$ cat src/rtl/fetch_unit_if.sv
// Fetch-side bus bundle: instruction-memory read port, decode handshake
// and backend redirect. The fetch unit takes the master view.
`ifndef MEMI_SIZE_LOG
`define MEMI_SIZE_LOG 3
`endif
`ifndef INST_LEN
`define INST_LEN 32
`endif

interface fetch_unit_if #(
  parameter int ADDR_W = `MEMI_SIZE_LOG,
  parameter int INST_W = `INST_LEN
);
  logic [ADDR_W-1:0] req_addr;
  logic [INST_W-1:0] resp_data;
  logic              out_valid;
  logic              out_ready;
  logic [INST_W-1:0] out_inst;
  logic [ADDR_W-1:0] out_pc;
  logic              redirect_valid;
  logic [ADDR_W-1:0] redirect_pc;

  modport master (
    output req_addr,
    input  resp_data,
    output out_valid,
    input  out_ready,
    output out_inst,
    output out_pc,
    input  redirect_valid,
    input  redirect_pc
  );

  modport slave (
    input  req_addr,
    output resp_data,
    input  out_valid,
    output out_ready,
    input  out_inst,
    input  out_pc,
    output redirect_valid,
    output redirect_pc
  );
endinterface

$ cat src/rtl/fetch_unit.sv
// Instruction-fetch initiator: owns the PC, reads the single-cycle
// instruction memory every cycle and buffers {pc, word} pairs in a small
// circular fetch queue that decode drains over valid/ready.
// Optional macro FETCH_PC_BOUND_EN: stop fetching after the word at the
// last PC instead of wrapping, and expose the halted flag as halted_o.
`ifndef MEMI_SIZE_LOG
`define MEMI_SIZE_LOG 3
`endif
`ifndef INST_LEN
`define INST_LEN 32
`endif

// Invariant monitor for the fetch queue; instantiated by fetch_unit.
module fetch_unit_chk #(
  parameter int ADDR_W   = 3,
  parameter int CNT_W    = 3,
  parameter int FQ_DEPTH = 4
) (
  input logic              clk,
  input logic              rst,
  input logic              redirect_valid,
  input logic              pop,
  input logic              out_valid,
  input logic [CNT_W-1:0]  count,
  input logic [ADDR_W-1:0] out_pc
);
  logic              have_last_r;
  logic [ADDR_W-1:0] last_pc_r;

  // Remember the last delivered PC since the most recent restart
  always_ff @(posedge clk) begin
    if (rst || redirect_valid) begin
      have_last_r <= 1'b0;
      last_pc_r   <= {ADDR_W{1'b0}};
    end else if (pop) begin
      have_last_r <= 1'b1;
      last_pc_r   <= out_pc;
    end
  end

  a_count_bound: assert property (@(posedge clk) disable iff (rst)
    count <= CNT_W'(FQ_DEPTH));
  a_valid_count: assert property (@(posedge clk) disable iff (rst)
    out_valid == (count != CNT_W'(0)));
  a_pc_order: assert property (@(posedge clk) disable iff (rst)
    (pop && have_last_r) |-> (out_pc == last_pc_r + ADDR_W'(1)));
endmodule

module fetch_unit #(
  parameter int ADDR_W   = `MEMI_SIZE_LOG,
  parameter int INST_W   = `INST_LEN,
  parameter int FQ_DEPTH = 4
) (
  input  logic                      clk,
  input  logic                      rst,
  fetch_unit_if.master              bus,
  input  logic                      fetch_en,
  output logic [$clog2(FQ_DEPTH):0] fq_count
`ifdef FETCH_PC_BOUND_EN
  ,
  output logic                      halted_o
`endif
);
  localparam int PTR_W = $clog2(FQ_DEPTH);
  localparam int CNT_W = PTR_W + 1;
`ifdef FETCH_PC_BOUND_EN
  localparam logic [ADDR_W-1:0] PC_MAX = {ADDR_W{1'b1}};
`endif

  logic [ADDR_W-1:0] pc_r, pc_nxt_s;
  logic [PTR_W-1:0]  head_r, head_nxt_s;
  logic [PTR_W-1:0]  tail_r, tail_nxt_s;
  logic [CNT_W-1:0]  count_r, count_nxt_s;
  logic              halted_s;
`ifdef FETCH_PC_BOUND_EN
  logic              halted_r, halted_nxt_s;
`endif

  logic [ADDR_W-1:0] ent_pc_r   [FQ_DEPTH];
  logic [INST_W-1:0] ent_inst_r [FQ_DEPTH];

  logic pop_s;
  logic can_enq_s;
  logic enq_s;

`ifdef FETCH_PC_BOUND_EN
  assign halted_s = halted_r;
  assign halted_o = halted_r;
`else
  assign halted_s = 1'b0;
`endif

  // Memory address tracks the PC; queue head is read straight from storage
  assign bus.req_addr  = pc_r;
  assign bus.out_valid = (count_r != CNT_W'(0));
  assign bus.out_inst  = ent_inst_r[head_r];
  assign bus.out_pc    = ent_pc_r[head_r];
  assign fq_count      = count_r;

  // A full queue may still accept a word when its head leaves this cycle
  assign pop_s     = bus.out_valid & bus.out_ready & ~bus.redirect_valid;
  assign can_enq_s = fetch_en & ~halted_s & ((count_r < CNT_W'(FQ_DEPTH)) | pop_s);
  assign enq_s     = can_enq_s & ~bus.redirect_valid;

  // Next PC, pointers, occupancy and halt flag; redirect squashes everything
  always_comb begin
    pc_nxt_s    = pc_r;
    head_nxt_s  = head_r;
    tail_nxt_s  = tail_r;
    count_nxt_s = count_r;
`ifdef FETCH_PC_BOUND_EN
    halted_nxt_s = halted_r;
`endif
    if (bus.redirect_valid) begin
      pc_nxt_s    = bus.redirect_pc;
      head_nxt_s  = {PTR_W{1'b0}};
      tail_nxt_s  = {PTR_W{1'b0}};
      count_nxt_s = {CNT_W{1'b0}};
`ifdef FETCH_PC_BOUND_EN
      halted_nxt_s = 1'b0;
`endif
    end else begin
      if (enq_s) begin
        tail_nxt_s = tail_r + PTR_W'(1);
`ifdef FETCH_PC_BOUND_EN
        if (pc_r == PC_MAX) begin
          halted_nxt_s = 1'b1;
        end else begin
          pc_nxt_s = pc_r + ADDR_W'(1);
        end
`else
        pc_nxt_s = pc_r + ADDR_W'(1);
`endif
      end else begin
        tail_nxt_s = tail_r;
      end
      if (pop_s) begin
        head_nxt_s = head_r + PTR_W'(1);
      end else begin
        head_nxt_s = head_r;
      end
      if (enq_s && !pop_s) begin
        count_nxt_s = count_r + CNT_W'(1);
      end else if (pop_s && !enq_s) begin
        count_nxt_s = count_r - CNT_W'(1);
      end else begin
        count_nxt_s = count_r;
      end
    end
  end

  // Control state registers with synchronous reset
  always_ff @(posedge clk) begin
    if (rst) begin
      pc_r    <= {ADDR_W{1'b0}};
      head_r  <= {PTR_W{1'b0}};
      tail_r  <= {PTR_W{1'b0}};
      count_r <= {CNT_W{1'b0}};
`ifdef FETCH_PC_BOUND_EN
      halted_r <= 1'b0;
`endif
    end else begin
      pc_r    <= pc_nxt_s;
      head_r  <= head_nxt_s;
      tail_r  <= tail_nxt_s;
      count_r <= count_nxt_s;
`ifdef FETCH_PC_BOUND_EN
      halted_r <= halted_nxt_s;
`endif
    end
  end

  // Queue storage: cleared on reset, {pc, word} written at tail on enqueue
  always_ff @(posedge clk) begin
    if (rst) begin
      for (int i = 0; i < FQ_DEPTH; i++) begin
        ent_pc_r[i]   <= {ADDR_W{1'b0}};
        ent_inst_r[i] <= {INST_W{1'b0}};
      end
    end else if (enq_s) begin
      ent_pc_r[tail_r]   <= pc_r;
      ent_inst_r[tail_r] <= bus.resp_data;
    end
  end

  fetch_unit_chk #(
    .ADDR_W  (ADDR_W),
    .CNT_W   (CNT_W),
    .FQ_DEPTH(FQ_DEPTH)
  ) u_chk (
    .clk           (clk),
    .rst           (rst),
    .redirect_valid(bus.redirect_valid),
    .pop           (pop_s),
    .out_valid     (bus.out_valid),
    .count         (count_r),
    .out_pc        (bus.out_pc)
  );
endmodule

$ cat src/flat_wrapper.sv
// flat-port wrapper written by rule: the top's interface ports become plain ports
module fetch_unit_flat 
#(
  parameter int ADDR_W   = `MEMI_SIZE_LOG,
  parameter int INST_W   = `INST_LEN,
  parameter int FQ_DEPTH = 4
)
  (clk, rst, fetch_en, fq_count, bus_req_addr, bus_resp_data, bus_out_valid, bus_out_ready, bus_out_inst, bus_out_pc, bus_redirect_valid, bus_redirect_pc);
  fetch_unit_if #(.ADDR_W(ADDR_W), .INST_W(INST_W)) bus_i ();
  input  logic clk;
  input  logic rst;
  input  logic fetch_en;
  output logic [$clog2(FQ_DEPTH):0] fq_count;
  output wire logic [$bits(bus_i.req_addr)-1:0] bus_req_addr;
  input wire logic [$bits(bus_i.resp_data)-1:0] bus_resp_data;
  output wire logic [$bits(bus_i.out_valid)-1:0] bus_out_valid;
  input wire logic [$bits(bus_i.out_ready)-1:0] bus_out_ready;
  output wire logic [$bits(bus_i.out_inst)-1:0] bus_out_inst;
  output wire logic [$bits(bus_i.out_pc)-1:0] bus_out_pc;
  input wire logic [$bits(bus_i.redirect_valid)-1:0] bus_redirect_valid;
  input wire logic [$bits(bus_i.redirect_pc)-1:0] bus_redirect_pc;
  assign bus_req_addr = bus_i.req_addr;
  assign bus_i.resp_data = bus_resp_data;
  assign bus_out_valid = bus_i.out_valid;
  assign bus_i.out_ready = bus_out_ready;
  assign bus_out_inst = bus_i.out_inst;
  assign bus_out_pc = bus_i.out_pc;
  assign bus_i.redirect_valid = bus_redirect_valid;
  assign bus_i.redirect_pc = bus_redirect_pc;
  fetch_unit #(.ADDR_W(ADDR_W), .INST_W(INST_W), .FQ_DEPTH(FQ_DEPTH)) u_core (.clk(clk), .rst(rst), .bus(bus_i), .fetch_en(fetch_en), .fq_count(fq_count));
endmodule
$ cat config.mk
export PLATFORM = sky130hd
export DESIGN_NAME = fetch_unit_flat
export DESIGN_NICKNAME = d
export VERILOG_FILES = /design/src/rtl/fetch_unit_if.sv /design/src/rtl/fetch_unit.sv /design/src/flat_wrapper.sv
export SDC_FILE = /design/constraint.sdc
export NUM_CORES = 1
export LEC_CHECK = 0
export CAP_MARGIN = 0
export CORE_ASPECT_RATIO = 0.5
export CORE_MARGIN = 2
export CORE_UTILIZATION = 35
export CTS_BUF_LIST = sky130_fd_sc_hd__clkbuf_2
export CTS_CLUSTER_DIAMETER = 40
export CTS_CLUSTER_SIZE = 30
export DETAILED_ROUTE_END_ITERATION = 8
export SETUP_SLACK_MARGIN = 0.5
export SYNTH_ARGS = -nofsm -noshare
export SYNTH_HDL_FRONTEND = slang
export SYNTH_SLANG_ARGS = --single-unit
export TNS_END_PERCENT = 30
$ cat constraint.sdc
create_clock -name clk -period 4 [get_ports clk]
set_input_delay 0.8 -clock clk [delete_from_list [all_inputs] [get_ports clk]]
set_output_delay 0.8 -clock clk [all_outputs]
set_load 0.01 [all_outputs]
==> results of run 1 <==
[layer usage]
layer,up-vias,GRT usage [%],part of all wire [%]
met5,-,0,0
met4,0,4.765,0.38
met3,2,3.263,3.4
met2,52,24.29,50
met1,1841,19.45,47
li1,1696,-,-
[stage by stage]
step	total power, mW	cell area [sq um]
global placement	2.153	7786
CTS	2.983	8040
global route	3.072	8043
floorplan	1.990	6648
finish	2.945	8043
detailed placement	2.157	7786
[logic make-up after synthesis]
group | count (synthesis)
muxes | 36
DFF | 152
adders and majority gates | 3
AOI/OAI and AO/OA | 16
xor gates and xnor gates | 4
buffers and inverters | 30
and+or+nand+nor | 168
[final timing paths]
kind | start | endpoint | cells after the start
max | flop | bus_out_inst[13] | 3
min | u_core.tail_r[1]$_SDFFE_PP0P_ | u_core.tail_r[1]$_SDFFE_PP0P_ | 2
max reg2reg | u_core.fq_count[2]$_SDFFE_PP0P_ | u_core.fq_count[2]$_SDFFE_PP0P_ | 8
min reg2reg | u_core.tail_r[1]$_SDFFE_PP0P_ | u_core.tail_r[1]$_SDFFE_PP0P_ | 2
[final cells by class]
class                           count  area share (%)
Antenna cell                        1         0.03111
Multi-Input combinational cell    227           25.56
Clock inverter                     14           1.758
Tap cell                          259           4.029
Clock buffer                       18           1.120
Sequential cell                   152           55.32
Inverter                            5          0.2334
Timing Repair Buffer               96           11.95
[timing repair]
item | 4_1_cts | 5_1_grt
buffers inserted | 1 | 0
endpoints found under the setup margin | 23 | 0
resized for setup | 1 | 0
[worst reg2reg max path, delay by kind of cell, from the launching register on]
kind / cells / cell delay (ps)
buffers and inverters: 1 / 80
adder cells (fa/ha/maj): 2 / 450
AND/OR/NAND/NOR: 3 / 1140
XOR/XNOR: 1 / 80
flip-flops: 1 / 510
AO/OA/AOI/OAI: 1 / 140
[synthesized netlist by cell type, types with 3 or more instances]
cell type  number
and2_1        140
or2_1           3
o21ai_0         3
dfxtp_1        12
buf_4           3
inv_1           5
edfxtp_1      140
nor2_1          7
xor2_1          4
buf_6           4
mux4_2         35
clkbuf_1       17
or3_1           3
[flip-flops by register name, summed over array words and instances (netlist names), named ones only]
register             count
u_core.head_r            2
u_core.bus.req_addr      3
u_core.fq_count          3
u_core.ent_inst_r      128
u_core.ent_pc_r         12
u_core.tail_r            2
[power by group through the flow]
| stage | logic (mW) | registers (mW) | clock network [mW] |
|---|---|---|---|
| final | 0.284 | 1.83 | 0.830 |
| after global routing | 0.309 | 1.84 | 0.924 |
| after CTS | 0.292 | 1.83 | 0.860 |
| after detailed placement | 0.287 | 1.87 | 0 |
| after global placement | 0.285 | 1.87 | 0 |
| after floorplan | 0.131 | 1.86 | 0 |
==> qor.csv, run 1 <==
stage,metric,value,unit
sta,timing.setup.tns,0,ps
pwr,ir_drop,0.1709,mV
logic_synthesis,syn_nets,452,
logic_synthesis,synth_simple_gate_area_share,15.89,%
clocking,clock-root-buffer,clkbuf_2,
sta,timing.final.crit_period,3193,ps
place,dp_hpwl,8157,um
sta,fin_crit_sh,79.81,%
grt,grt_max_degree,37,
sta,max_slew_margin,51.03,%
cells_and_area,seq_area,4449,sq um
clocking,htree_levels,4,
logic_synthesis,ys_top_cells_by_area,"edfxtp_1, and2_1, mux4_2",
drt,routed_wl,13790,um
place,port_buffers,81,
drt,wl_per_cell,17.86,um
cells_and_area,num-fill-cells,1687,
worst_setup_path,critical_path_arrival,2390,ps
pwr,swShare,25.27,%
sta,max_freq,0.3132,GHz
worst_setup_path,required,3200,ps
drt,antenna_left,0,
min_path,hold_path_class,flop to flop,
drt,drcViolationCount,0,
grt,grt_use_total,14.66,%
grt,grt.overflow.total,0,
logic_synthesis,synth_top_area_cell,edfxtp_1,
grt,grt_pass1_wl,21710,um
logic_synthesis,synth-adder-area-share,0.6776,%
grt,grt_pass1_vias,3852,
sta,finalHoldViolCount,0,
logic_synthesis,async_flop_share,0,%
logic_synthesis,synth-compound-area-share,1.713,%
clocking,cts_hold_buf,0,
sta,rsz0062_at_grt,no,
logic_synthesis,syn_inst,409,
die,io_pins,82,
logic_synthesis,synth_top_area_share,63.24,%
cells_and_area,fin_cells,772,
logic_synthesis,synth_ff_type,edfxtp_1,
pwr,pwr-share-comb,9.6,%
cells_and_area,multiInputGateArea,2056,sq um
logic_synthesis,syn_area_per_cell,16.25,sq um
worst_setup_path,path_cells,"buf_4, mux4_2, clkdlybuf4s50_1",
sta,worstMarginPinSlew,733.0,ps
pwr,pwr-share-clk,28.2,%
sta,finalSetupViolCount,0,
worst_setup_path,crit_family,buffers and inverters,
worst_setup_path,rrSetupSlack,1550,ps
pwr,p_seq_share,62.2,%
pwr,power_switching,0.7443,mW
logic_synthesis,ys_types,38,
cells_and_area,syn_to_final_growth,20.99,%
pwr,power.internal,2.201,mW
drt,vias_per_cell,4.652,
place,pre_cts_ws,667.5,ps
pwr,p_leak,2.843,nW
drt,drtPass1Iterations,4,
worst_setup_path,path_class,flop to output port,
pwr,pwr_density_cell,366.2,nW/um^2
logic_synthesis,synth_top_family_by_area,simple AND/OR/NAND/NOR gates,
clocking,clock_latency,660,ps
cells_and_area,nets,542,
clocking,cts_made_buffers,17,
logic_synthesis,synth_xor_area_share,0.5270,%
die,die_w,198.9,um
cells_and_area,fin_util,43.42,%
clocking,clk_pin_slew,230,ps
logic_synthesis,synth_area,6648,sq um
place,dp.cells,738,
logic_synthesis,synth_warnings,0,
clocking,cts_buffer_depth,2,
sta,slew_violations,0,
status,status,finished clean,
sta,clock_skew,28.48,ps
die,core,18520,sq um
worst_setup_path,cpMaxStageDelayCell,mux4_2,
logic_synthesis,synthMuxAreaShare,12.01,%
drt,num_vias,3591,
worst_setup_path,cp_max_fo,6,
worst_setup_path,path_buf_inv,2,
job,maxCapViolations,0,
place,place_congestion,0.7209,
worst_setup_path,cpPeakStageDelay,550,ps
drt,drt_iter0_drc,278,
clocking,cts_tree,yes,
cells_and_area,layout-drive-gt1-share,17.58,%
sta,finalHoldWorstSlack,535.5,ps
logic_synthesis,ys_seq_elements,152,
die,die_area,20180,sq um
die,start_util,35.89,%
grt,antenna_found_initial,1,
die,die_h,101.5,um
worst_setup_path,end_kind,output port,
clocking,cts_num_sinks,152,
logic_synthesis,synth_edf_count,140,
worst_setup_path,start_kind,flop,
sta,setup_ws,807.5,ps
logic_synthesis,seq_area_frac_synth,66.85,%
cells_and_area,mostFrequentLayoutCells,"and2_1, edfxtp_1, clkdlybuf4s50_1",
die,rows,35,
No activity file was read; power rests on OpenSTA's default activity.
==> run 2, diff against run 1 <==
==> constraint.sdc (replaced) <==
create_clock -name clk -period 2.8 [get_ports clk]
set_input_delay 0.56 -clock clk [delete_from_list [all_inputs] [get_ports clk]]
set_output_delay 0.56 -clock clk [all_outputs]
set_load 0.01 [all_outputs]
==> run 2 against run 1 <==
  * Non-clock buffer count grew 11
  * Sequential cell count is the same
  * Sequential power grew 43%
  * Clock skew grew 6.6 ps
==> qor.csv, run 2 (synthesized netlist as in run 1, its figures left out) <==
stage,metric,value,unit,change
cells_and_area,num-fill-cells,1635,,was 1687
cells_and_area,multiInputGateArea,2056,sq um,unchanged
drt,wl_per_cell,17.91,um,was 17.86 um
place,port_buffers,81,,unchanged
pwr,ir_drop,0.2693,mV,was 0.1709 mV
sta,clock_skew,35.07,ps,was 28.48 ps
sta,max_slew_margin,65.17,%,was 51.03%
cells_and_area,syn_to_final_growth,24.84,%,was 20.99%
drt,drcViolationCount,0,,unchanged
drt,drtPass1Iterations,4,,unchanged
worst_setup_path,cpMaxStageDelayCell,mux4_2,,unchanged
worst_setup_path,start_kind,flop,,unchanged
die,rows,35,,unchanged
grt,antenna_found_initial,0,,was 1
worst_setup_path,cp_max_fo,4,,was 6
worst_setup_path,end_kind,output port,,unchanged
grt,grt_use_total,14.71,%,was 14.66%
pwr,p_leak,3.020,nW,was 2.843 nW
worst_setup_path,required,2240,ps,was 3200 ps
drt,num_vias,3633,,was 3591
die,die_w,198.9,um,unchanged
status,status,finished clean,,unchanged
die,io_pins,82,,unchanged
cells_and_area,seq_area,4469,sq um,was 4449 sq um
cells_and_area,num_antenna_cells,0,,was 1
drt,drt_iter0_drc,292,,was 278
die,start_util,35.89,%,unchanged
cells_and_area,layout-drive-gt1-share,27.39,%,was 17.58%
grt,grt.overflow.total,0,,unchanged
clocking,htree_levels,4,,unchanged
sta,timing.final.crit_period,2676,ps,
drt,vias_per_cell,4.652,,about the same
sta,finalHoldWorstSlack,403.8,ps,was 535.5 ps
grt,grt_max_degree,37,,unchanged
sta,finalSetupViolCount,0,,unchanged
cells_and_area,mostFrequentLayoutCells,"and2_1, edfxtp_1, clkdlybuf4s50_1",,unchanged
die,core,18520,sq um,unchanged
die,die_area,20180,sq um,unchanged
cells_and_area,largest_register_ffs,128,,unchanged
clocking,clock-root-buffer,clkbuf_2,,unchanged
sta,worstMarginPinSlew,515.9,ps,was 733.0 ps
min_path,hold_path_class,input port to flop,,was flop to flop
sta,slew_violations,0,,unchanged
worst_setup_path,worst_path_most_repeated_cell,buf_6,,
clocking,cts_buffer_depth,2,,unchanged
sta,timing.setup.tns,0,ps,unchanged
grt,grt_pass1_vias,3864,,was 3852
clocking,clock_latency,710,ps,was 660 ps
drt,antenna_left,0,,unchanged
worst_setup_path,critical_path_arrival,2120,ps,was 2390 ps
worst_setup_path,path_cells,"buf_6, clkbuf_16, mux4_2, buf_6",,"was buf_4, mux4_2, clkdlybuf4s50_1"
worst_setup_path,cpPeakStageDelay,510,ps,was 550 ps
cells_and_area,nets,553,,was 542
job,maxCapViolations,0,,unchanged
die,die_h,101.5,um,unchanged
clocking,cts_num_sinks,152,,unchanged
place,dp_hpwl,7531,um,was 8157 um
sta,max_freq,0.3737,GHz,
place,place_congestion,0.7760,,was 0.7209
sta,finalHoldViolCount,0,,unchanged
clocking,cts_tree,yes,,unchanged
clocking,cts_made_buffers,17,,unchanged
sta,fin_crit_sh,95.56,%,
pwr,pwr_density_cell,505.5,nW/um^2,was 366.2 nW/um^2
sta,rsz0062_at_grt,yes,,was no
cells_and_area,largest-register,u_core.ent_inst_r,,unchanged
clocking,clk_pin_slew,240,ps,was 230 ps
worst_setup_path,path_class,flop to output port,,unchanged
cells_and_area,reg_top3,"u_core.ent_inst_r: 128 flops, u_core.ent_pc_r: 12 flops",,unchanged
drt,routed_wl,13990,um,was 13790 um
grt,grt_pass1_wl,21650,um,was 21710 um
==> run 2: cell types whose count changed in the layout (fill, tap and decap cells not counted), moves of 3 or more <==
cell / delta
buf_16: +3
dfxtp_4: +5
clkinv_4: -3
dfxtp_1: -6
clkdlybuf4s50_1: -37
buf_12: +5
buf_6: +35
inv_6: +4
==> run 2: final cells by class <==
type	count	share of cell area, %
timing repair buffer	107	14.68
inverter	5	0.2261
clock buffer	17	1.025
sequential	152	53.85
clock inverter	14	1.538
tap	259	3.905
multi-input combinational	227	24.77
==> run 2: what timing repair did <==
item	in CTS	in global routing
setup buffers	2	1
setup endpoints to repair	42	40
gates resized for setup	197	2
hold buffers	0	0
gates cloned	3	1
==> run 2: report_power, final <==
| group | leakage, nW | total [mW] | switching [mW] | internal [mW] |
|---|---|---|---|---|
| sequential | 1.55 | 2.61 | 0.0356 | 2.58 |
| combinational | 1.34 | 0.442 | 0.200 | 0.242 |
| clock | 0.129 | 1.14 | 0.871 | 0.269 |
| total | 3.02 | 4.20 | 1.11 | 3.09 |
==> run 2: per-stage QoR <==
stage / utilization, % / total power [mW] / cells / instance area, sq um / setup WS (ps)
after floorplan: - / 2.842 / 409 / 6648 / 463.0
after global placement: 42.51 / 3.084 / 743 / 7874 / 175.1
after detailed placement: 42.51 / 3.091 / 743 / 7874 / 92.49
after CTS: 44.55 / 4.237 / 779 / 8253 / 35.10
after global routing: 44.80 / 4.371 / 781 / 8299 / -3.942
final: 44.80 / 4.195 / 781 / 8299 / 124.2
==> run 2: routing by layer <==
layer	vias to the layer above	GRT usage [%]	wire, um
li1	1728	-	-
met3	10	3.663	701
met4	0	3.904	116
met5	-	0	0
met1	1818	18.74	6182
met2	77	25.44	6985
==> run 2: final timing paths <==
check | startpoint | end | slack, ps | cells past startpoint
setup reg to reg | u_core.fq_count[0]$_SDFFE_PP0P_ | u_core.fq_count[2]$_SDFFE_PP0P_ | 600 | 8
hold reg to reg | u_core.tail_r[1]$_SDFFE_PP0P_ | u_core.tail_r[1]$_SDFFE_PP0P_ | 530 | 2
hold / removal | bus_redirect_pc[1] | u_core.bus.req_addr[1]$_SDFFE_PP0P_ | 400 | 3
setup / recovery | flop | bus_out_inst[11] | 120 | 4
==> run 2: worst max-delay path: cells and delay by family, from the launching register on <==
family | cells | cell delay (ps)
muxes | 1 | 510
DFF | 1 | 480
buffers and inverters | 3 | 440
